==> config.mk <==
export PLATFORM = sky130hd
export DESIGN_NAME = fetch_sequencer
export DESIGN_NICKNAME = d
export VERILOG_FILES = /design/src/rtl/fetch_sequencer.sv
export SDC_FILE = /design/constraint.sdc
export NUM_CORES = 1
export LEC_CHECK = 0
export BUFFER_PORTS_ARGS = -buffer_cell sky130_fd_sc_hd__buf_4
export CAP_MARGIN = 20
export CELL_PAD_IN_SITES_DETAIL_PLACEMENT = 0
export CELL_PAD_IN_SITES_GLOBAL_PLACEMENT = 1
export CORE_MARGIN = 2
export CORE_UTILIZATION = 30
export DETAILED_ROUTE_END_ITERATION = 8
export PLACE_DENSITY = 0.69
export SYNTH_ARGS = -nofsm -noshare
export SYNTH_HDL_FRONTEND = slang
export SYNTH_SLANG_ARGS = --single-unit
==> constraint.sdc <==
create_clock -name clk -period 2.9 [get_ports clk]
set_clock_uncertainty 0.1 [all_clocks]
set_input_delay 0.58 -clock clk [delete_from_list [all_inputs] [get_ports clk]]
set_output_delay 0.58 -clock clk [all_outputs]
set_load 0.005 [all_outputs]
==> src/rtl/fetch_sequencer.sv <==
// Fetch sequencer: owns the word-indexed PC, drives the combinational
// instruction memory address and buffers fetched {pc, word} pairs in a small
// FIFO that feeds decode over a valid/ready handshake. A redirect flushes the
// FIFO and reloads the PC. A halt stops fetching but lets the FIFO drain.
module fetch_sequencer #(
  parameter int ADDR_W   = 5,
  parameter int DEPTH    = 2,
  parameter int RESET_PC = 0
) (
  input  logic        clk,
  input  logic        reset_n,
  output logic [31:0] imem_addr,
  input  logic [31:0] imem_data,
  input  logic        redirect_valid,
  input  logic [31:0] redirect_pc,
  input  logic        halt,
  output logic        inst_valid,
  input  logic        inst_ready,
  output logic [31:0] inst_data,
  output logic [31:0] inst_pc,
  output logic        wrapped,
  output logic [1:0]  state_o
);

  localparam int PW = (DEPTH > 1) ? $clog2(DEPTH) : 1;

  localparam logic [ADDR_W-1:0] RST_PC   = ADDR_W'(RESET_PC);
  localparam logic [ADDR_W-1:0] PC_ONE   = ADDR_W'(1);
  localparam logic [ADDR_W-1:0] PC_LAST  = {ADDR_W{1'b1}};
  localparam logic [PW-1:0]     PTR_ONE  = PW'(1);
  localparam logic [PW:0]       CNT_ONE  = (PW + 1)'(1);
  localparam logic [PW:0]       CNT_FULL = (PW + 1)'(DEPTH);

  typedef enum logic [1:0] {
    IDLE   = 2'd0,
    FETCH  = 2'd1,
    HALTED = 2'd2
  } state_t;

  state_t            state_r;
  state_t            state_nxt_s;
  logic [ADDR_W-1:0] pc_r;
  logic [PW-1:0]     rd_ptr_r;
  logic [PW-1:0]     wr_ptr_r;
  logic [PW:0]       count_r;
  logic              wrapped_r;
  logic [ADDR_W-1:0] fifo_pc_r   [DEPTH];
  logic [31:0]       fifo_data_r [DEPTH];

  logic push_s;
  logic pop_s;
  logic unused_redirect_bits_s;

  // Only the low ADDR_W bits of a redirect target select a word.
  assign unused_redirect_bits_s = ^redirect_pc[31:ADDR_W];

  assign inst_valid = (count_r != {(PW + 1){1'b0}});
  assign pop_s      = inst_valid && inst_ready;
  assign push_s     = (state_r == FETCH) && !redirect_valid && !halt &&
                      ((count_r < CNT_FULL) || pop_s);

  assign imem_addr  = {{(32 - ADDR_W){1'b0}}, pc_r};
  assign inst_pc    = inst_valid ? {{(32 - ADDR_W){1'b0}}, fifo_pc_r[rd_ptr_r]} : 32'd0;
  assign inst_data  = inst_valid ? fifo_data_r[rd_ptr_r] : 32'd0;
  assign wrapped    = wrapped_r;
  assign state_o    = state_r;

  // Next-state logic: redirect always lands in FETCH, halt parks in HALTED.
  always_comb begin
    state_nxt_s = state_r;
    case (state_r)
      IDLE: begin
        state_nxt_s = FETCH;
      end
      FETCH: begin
        if (redirect_valid) begin
          state_nxt_s = FETCH;
        end else if (halt) begin
          state_nxt_s = HALTED;
        end else begin
          state_nxt_s = FETCH;
        end
      end
      HALTED: begin
        if (redirect_valid || !halt) begin
          state_nxt_s = FETCH;
        end else begin
          state_nxt_s = HALTED;
        end
      end
      default: begin
        state_nxt_s = IDLE;
      end
    endcase
  end

  // State register.
  always_ff @(posedge clk or negedge reset_n) begin
    if (!reset_n) begin
      state_r <= IDLE;
    end else begin
      state_r <= state_nxt_s;
    end
  end

  // PC, FIFO pointers/occupancy and wrap pulse; redirect overrides everything.
  always_ff @(posedge clk or negedge reset_n) begin
    if (!reset_n) begin
      pc_r      <= RST_PC;
      rd_ptr_r  <= {PW{1'b0}};
      wr_ptr_r  <= {PW{1'b0}};
      count_r   <= {(PW + 1){1'b0}};
      wrapped_r <= 1'b0;
    end else if (redirect_valid) begin
      pc_r      <= redirect_pc[ADDR_W-1:0];
      rd_ptr_r  <= {PW{1'b0}};
      wr_ptr_r  <= {PW{1'b0}};
      count_r   <= {(PW + 1){1'b0}};
      wrapped_r <= 1'b0;
    end else begin
      wrapped_r <= push_s && (pc_r == PC_LAST);
      if (push_s) begin
        pc_r     <= pc_r + PC_ONE;
        wr_ptr_r <= wr_ptr_r + PTR_ONE;
      end
      if (pop_s) begin
        rd_ptr_r <= rd_ptr_r + PTR_ONE;
      end
      case ({push_s, pop_s})
        2'b10:   count_r <= count_r + CNT_ONE;
        2'b01:   count_r <= count_r - CNT_ONE;
        default: count_r <= count_r;
      endcase
    end
  end

  // FIFO storage: capture the fetched word together with the PC it came from.
  always_ff @(posedge clk or negedge reset_n) begin
    if (!reset_n) begin
      for (int i = 0; i < DEPTH; i++) begin
        fifo_pc_r[i]   <= {ADDR_W{1'b0}};
        fifo_data_r[i] <= 32'd0;
      end
    end else if (push_s) begin
      fifo_pc_r[wr_ptr_r]   <= pc_r;
      fifo_data_r[wr_ptr_r] <= imem_data;
    end
  end

endmodule

==> results of run 1 <==
## cell type report
cell class | instances | area share (%)
repair buffers | 96 | 13.9
clock buffers | 13 | 4.85
inverters | 5 | 0.350
flip-flops and latches | 86 | 40.2
clock inverters | 3 | 0.793
multi-input cells | 253 | 35.7
well taps | 184 | 4.29
## power breakdown
group	switching (mW)	internal, mW	leakage (nW)
combinational	0.292	0.466	1.28
clock	0.436	0.713	0.146
sequential	0.185	1.56	1.06
## sequential cells by signal, summed over array words and instances, names as in the netlist
register	count
rd_ptr_r	1
wr_ptr_r	1
fifo_pc_r	10
wrapped	1
count_r	2
pc_r	5
state_o	2
fifo_data_r	64
## stage by stage
stage	power, mW	instances
final	3.65	640
after global routing	3.90	640
after CTS	3.73	640
after detailed placement	2.54	624
after global placement	2.49	624
after floorplan	2.31	415
## per-layer routing
metal / routed length [um] / track usage, % / up-vias / share of wire (%)
met5: 0 / 0 / - / 0
met4: 89 / 4.12 / 0 / 1.0
met3: 535 / 3.85 / 9 / 6.0
met2: 4340 / 19.2 / 83 / 49
met1: 3920 / 14.2 / 1418 / 44
li1: - / - / 1319 / -
## cells by family (layout without fill, tap and decap cells)
| logic type | after synthesis | after routing |
|---|---|---|
| AND/OR/NAND/NOR | 68 | 68 |
| flip-flops | 86 | 86 |
| other | 1 | 54 |
| XOR/XNOR | 2 | 2 |
| adder cells (fa/ha/maj) | 2 | 2 |
| AO/OA/AOI/OAI | 16 | 16 |
| multiplexers | 111 | 111 |
| buffers and inverters | 76 | 117 |
## final timing paths
check,endpoint,slack (ps)
worst min-delay path,fifo_data_r[38],140
worst max register to register,fifo_data_r[54],780
worst min register to register,fifo_data_r[42],390
max in group asynchronous,fifo_pc_r[7],1910
min in group clk,pc_r[3],350
worst max-delay path,inst_data[3],680
## synthesized netlist by cell type, drive strengths merged
cell	number	area share, %
nand3	4	0.74
nand2b	3	0.43
nand2	5	0.43
nor3b	1	0.17
nor2	42	3.6
nor2b	3	0.43
a211o	1	0.20
mux2	74	19
or4b	1	0.31
conb	1	0.085
xor2	1	0.20
clkbuf	8	0.68
a311oi	2	0.40
nor4b	1	0.34
or3	1	0.14
a311o	1	0.23
a21oi	3	0.34
nor3	2	0.48
a211oi	1	0.17
a221o	1	0.23
and3	3	0.43
ha	2	0.57
xnor2	1	0.20
o311ai	2	0.40
buf	63	11
nand4	1	0.14
and4	1	0.20
inv	5	0.43
mux2i	37	8.4
dfrtp	86	49
o21ai	5	0.57
## cells in the final DEF (no fill, tap or decap), types with 2 or more instances in the layout
cell type and count:
buf_4 94, dfrtp_1 85, mux2_2 70, conb_1 54, nor2_1 41, mux2i_1 37, clkbuf_16 9, nand2_1 5
o21ai_0 5, inv_1 5, mux2_1 4, nand2b_1 3, and3_1 3, nand3_1 3, nor2b_1 3, a21oi_1 3
a311oi_1 2, o311ai_0 2, ha_1 2, clkbuf_1 2, clkbuf_8 2, buf_12 2
==> impl_metrics.ini, run 1 <==
[power]
vdd_ir_drop_max_mv = 0.320
leakagePower_nw = 2.49
power.density_mw_per_mm2 = 681

[layout]
filler_cell_count = 1450
stdcell_area_mm2 = 0.00536
area_growth_pct = 22.1
antennaDiodeCount = 0
multi_input_area_mm2 = 0.00191
finalNetCount = 522
post_route_cells_drive_above_1_share_pct = 40.8
final_core_util_pct = 37.2
ff_latch_area_mm2 = 0.00215

[die]
die_width_um = 125
area_enclosed_by_the_die_boundary_mm2 = 0.0156
io-pin-count = 169
die_height_um = 125
rows = 44
initial_utilization_pct = 30.4
floorplan.core_area_mm2 = 0.0144

[placement]
placement.io_buffers = 87
hpwlAfterDp_mm = 6.11
place_area_mm2 = 0.00506
place_worst_setup_slack_ps = 428
finalWeightedCongestion = 0.727

[critical_path]
critPathMostFrequentCell = buf_4
crit_chain = buf_4 > mux2i_1 > nor2_1 > buf_4
worst_path_dominant_cell_family = buffers and inverters
worst_setup_path_end_kind = output port
worstRegToRegCells = 4
cp.depth = 4
reg2reg_from = state_o[1]
critPathMaxFanout = 20
cpMaxStageDelayCell = dfrtp_2
number_of_buffers_and_inverters_on_the_critical_path = 2
worst_path_arrival_ps = 1540
required_ps = 2220
worst_path_largest_cell_delay_ps = 360
critPathKind = reg -> out
critical_path_start_type = register
worst_setup_path_startpoint = rd_ptr_r

[synthesis]
mean_instance_size_in_the_synthesized_netlist_um2 = 12.1
yosysSeqAreaShare_pct = 49.0
synth.distinct_cells = 37
synth_adder_area_share_pct = 0.570
synth_simple_gate_area_share_pct = 7.83
synth.ff_latch_count = 86
synthesis.area_mm2 = 0.00439
ys_warn_count = 0
synthesis.instances = 362
synth_top_family_by_area = multiplexers
synth-compound-area-share_pct = 2.54
synth_xor_area_share_pct = 0.399
synthMuxAreaShare_pct = 27.4

[route]
antenna_violating_nets_post_route = 0
routed-via-count = 2829
detailedRoute.firstIterationViolations = 65
post_drt_via_cell_ratio = 4.42
route.detailed.drc = 0
routed_wl_mm = 8.88
drt_pre_antenna_iters = 4
drt-wirelength-per-cell_um = 13.9

[sta]
achievable-frequency_ghz = 0.451
timing_worst_slew_pin_value_ps = 584
max-slew-margin-rel_pct = 61.1
finalSetupViolCount = 0
drv_slew = 0
setup-tns-final_ps = 0
post-route-period-util_pct = 76.5
worst_hold_slack_ps = 144
final_hold_viol_count = 0
setup_ws_ps = 681
rsz0062_at_grt = no
fin_crit_ps = 2220

[clock_network]
hold_buffers = 0
clock_path_buffers = 2
clock_slew_seen_by_the_registers_of_the_worst_setup_and_hold_paths_ps = 60
cts_repair_resize_count = 0
clock_tree.root_cell = clkbuf_16
numCtsBuffers = 9
clock_sink_count = 86
cts.htree.levels = 3
cts_tree = done
cts_post_setup_buffers_inserted = 0
worst_skew_pair_latency_ps = 340

[job]
max_cap_violations = 0

[global_route]
first_global_vias = 2827
global_route_wire_length_before_repair_mm = 14.4
track_usage_pct = 11.6
number_of_antenna_violations_at_the_first_check_in_global_routing = 0
grt_overflow_total = 0
grt_start_max_net_pins = 45

[min_path]
min_path_type = in -> async

[run_status]
outcome = completed
No activity file was read; power rests on OpenSTA's default activity.
==> inputs of run 2 (changes only) <==
==> constraint.sdc (replaced) <==
create_clock -name clk -period 2.1 [get_ports clk]
set_clock_uncertainty 0.1 [all_clocks]
set_input_delay 0.42 -clock clk [delete_from_list [all_inputs] [get_ports clk]]
set_output_delay 0.42 -clock clk [all_outputs]
set_load 0.005 [all_outputs]
==> impl_metrics.ini, run 2 (same netlist as run 1, synthesis figures left out) <==
[power]
p_switching_mw = 1.28
seqPwrFrac_pct = 47.0
vdd_ir_drop_max_mv = 0.453
power.density_mw_per_mm2 = 930
comb_power_share_pct = 21.9
power.clock.fraction_pct = 31.0
leakagePower_nw = 2.59
p_int_mw = 3.84
power_switching_share_pct = 25.0

[placement]
finalWeightedCongestion = 0.745
hpwlAfterDp_mm = 6.24
placement.io_buffers = 87
place_worst_setup_slack_ps = -128
place_area_mm2 = 0.00520

[layout]
stdcell_area_mm2 = 0.00551
area_growth_pct = 25.6
most_common_cell_after_layout_fill_and_taps_aside = buf_4
top_regs = fifo_data_r: 64 flops, fifo_pc_r: 10 flops, pc_r: 5 flops
post_route_cells_drive_above_1_share_pct = 42.4
most_flop_heavy_register = fifo_data_r
antennaDiodeCount = 0
finalNetCount = 531
largest_register_ff_count = 64
layout.cells.most_common_list = 99 x buf_4, 85 x dfrtp_1, 60 x mux2_2, 54 x conb_1, 41 x nor2_1

[die]
initial_utilization_pct = 30.4
die_height_um = 125
floorplan.core_area_mm2 = 0.0144
area_enclosed_by_the_die_boundary_mm2 = 0.0156
rows = 44
die_width_um = 125
io-pin-count = 169

[clock_network]
clock_slew_seen_by_the_registers_of_the_worst_setup_and_hold_paths_ps = 60
numCtsBuffers = 9
cts.htree.levels = 3
cts_post_setup_buffers_inserted = 0
cts_repair_resize_count = 0
clock_sink_count = 86
clock_tree.root_cell = clkbuf_16
worst_skew_pair_latency_ps = 340
clock_path_buffers = 2
cts_tree = done

[job]
max_cap_violations = 0

[route]
routed.top_layer = met4
dr_wl_met2_mm = 4.35
route.detailed.drc = 0
routed_wl_mm = 9.13
antenna_violating_nets_post_route = 0
routed-via-count = 2839
detailedRoute.firstIterationViolations = 113
detailed_routed_wire_length_on_met3_um = 575
drt_pre_antenna_iters = 4
post_drt_via_cell_ratio = 4.37
drt-met1-wl_mm = 4.09
drt-wirelength-per-cell_um = 14.1

[critical_path]
worstSetupEndpoint = fifo_data_r[32]
critical_path_start_type = register
reg2reg_from = state_o[1]
worst_path_arrival_ps = 2120
critPathKind = reg -> reg
reg2reg_slack_ps = 100
required_ps = 2220
r2r_end = fifo_data_r[32]
worst_setup_path_end_kind = register
worstRegToRegCells = 4
worst_setup_path_startpoint = state_o[1]
critPathMaxFanout = 20

[sta]
setup-tns-final_ps = 0
rsz0062_at_grt = yes
post-route-period-util_pct = 95.4
final_hold_viol_count = 0
finalSetupViolCount = 0
achievable-frequency_ghz = 0.499
setup_ws_ps = 96.9
drv_slew = 0
worst_hold_slack_ps = 195
fin_crit_ps = 2000

[global_route]
grt_start_max_net_pins = 47
number_of_antenna_violations_at_the_first_check_in_global_routing = 0
first_global_vias = 2900
global_route_wire_length_before_repair_mm = 15.1
track_usage_pct = 12.3
grt_overflow_total = 0

[min_path]
min_path_type = in -> reg

[run_status]
outcome = completed
run 2: metrics by stage:
| step | util, % | power [mW] | cells |
|---|---|---|---|
| 2_1_floorplan | - | 3.24 | 415 |
| 3_3_place_gp | 36.1 | 3.52 | 632 |
| 3_5_place_dp | 36.1 | 3.58 | 632 |
| 4_1_cts | 38.2 | 5.23 | 649 |
| 5_1_grt | 38.2 | 5.49 | 649 |
| 6_report | 38.2 | 5.13 | 649 |
run 2: worst min-delay path by stage:
stage                      endpoint  cells after the start           start
floorplan                count_r[0]                      0         reset_n
global placement    fifo_data_r[41]                      1         reset_n
detailed placement  fifo_data_r[41]                      1         reset_n
CTS                         pc_r[3]                      2  redirect_pc[3]
global route                pc_r[3]                      2  redirect_pc[3]
finish                      pc_r[3]                      2  redirect_pc[3]
run 2: worst max-delay path: stages, from the launching register on:
cell and delay (ps):
dfrtp_1 380, or4b_4 510, nor3_4 310, buf_12 220, mux2_2 350
run 2: final cells by class:
type / count / area [um2]
multi-input cells: 253 / 1960
clock buffers: 12 / 256
inverters: 5 / 18.8
repair buffers: 105 / 853
fillers: 1432 / 8910
flip-flops and latches: 86 / 2150
well taps: 184 / 230
clock inverters: 4 / 45.0
run 2: routing by layer:
metal  vias to the layer above  track usage [%]
li1                       1329                -
met2                        96             19.2
met1                      1406             16.3
met4                         0             3.92
met3                         8             3.98
met5                         -                0
run 2: repair_timing:
action | 4_1_cts | 5_1_grt
endpoints found under the setup margin | 0 | 2
hold endpoints to repair | 24 | 0
hold buffers | 1 | 0
run 2: power by group through the flow:
stage	clock network (mW)	registers, mW	logic, mW
after floorplan	0	2.37	0.871
after global placement	0	2.41	1.11
after detailed placement	0	2.44	1.14
after CTS	1.66	2.42	1.15
after global routing	1.75	2.49	1.25
final	1.59	2.41	1.13
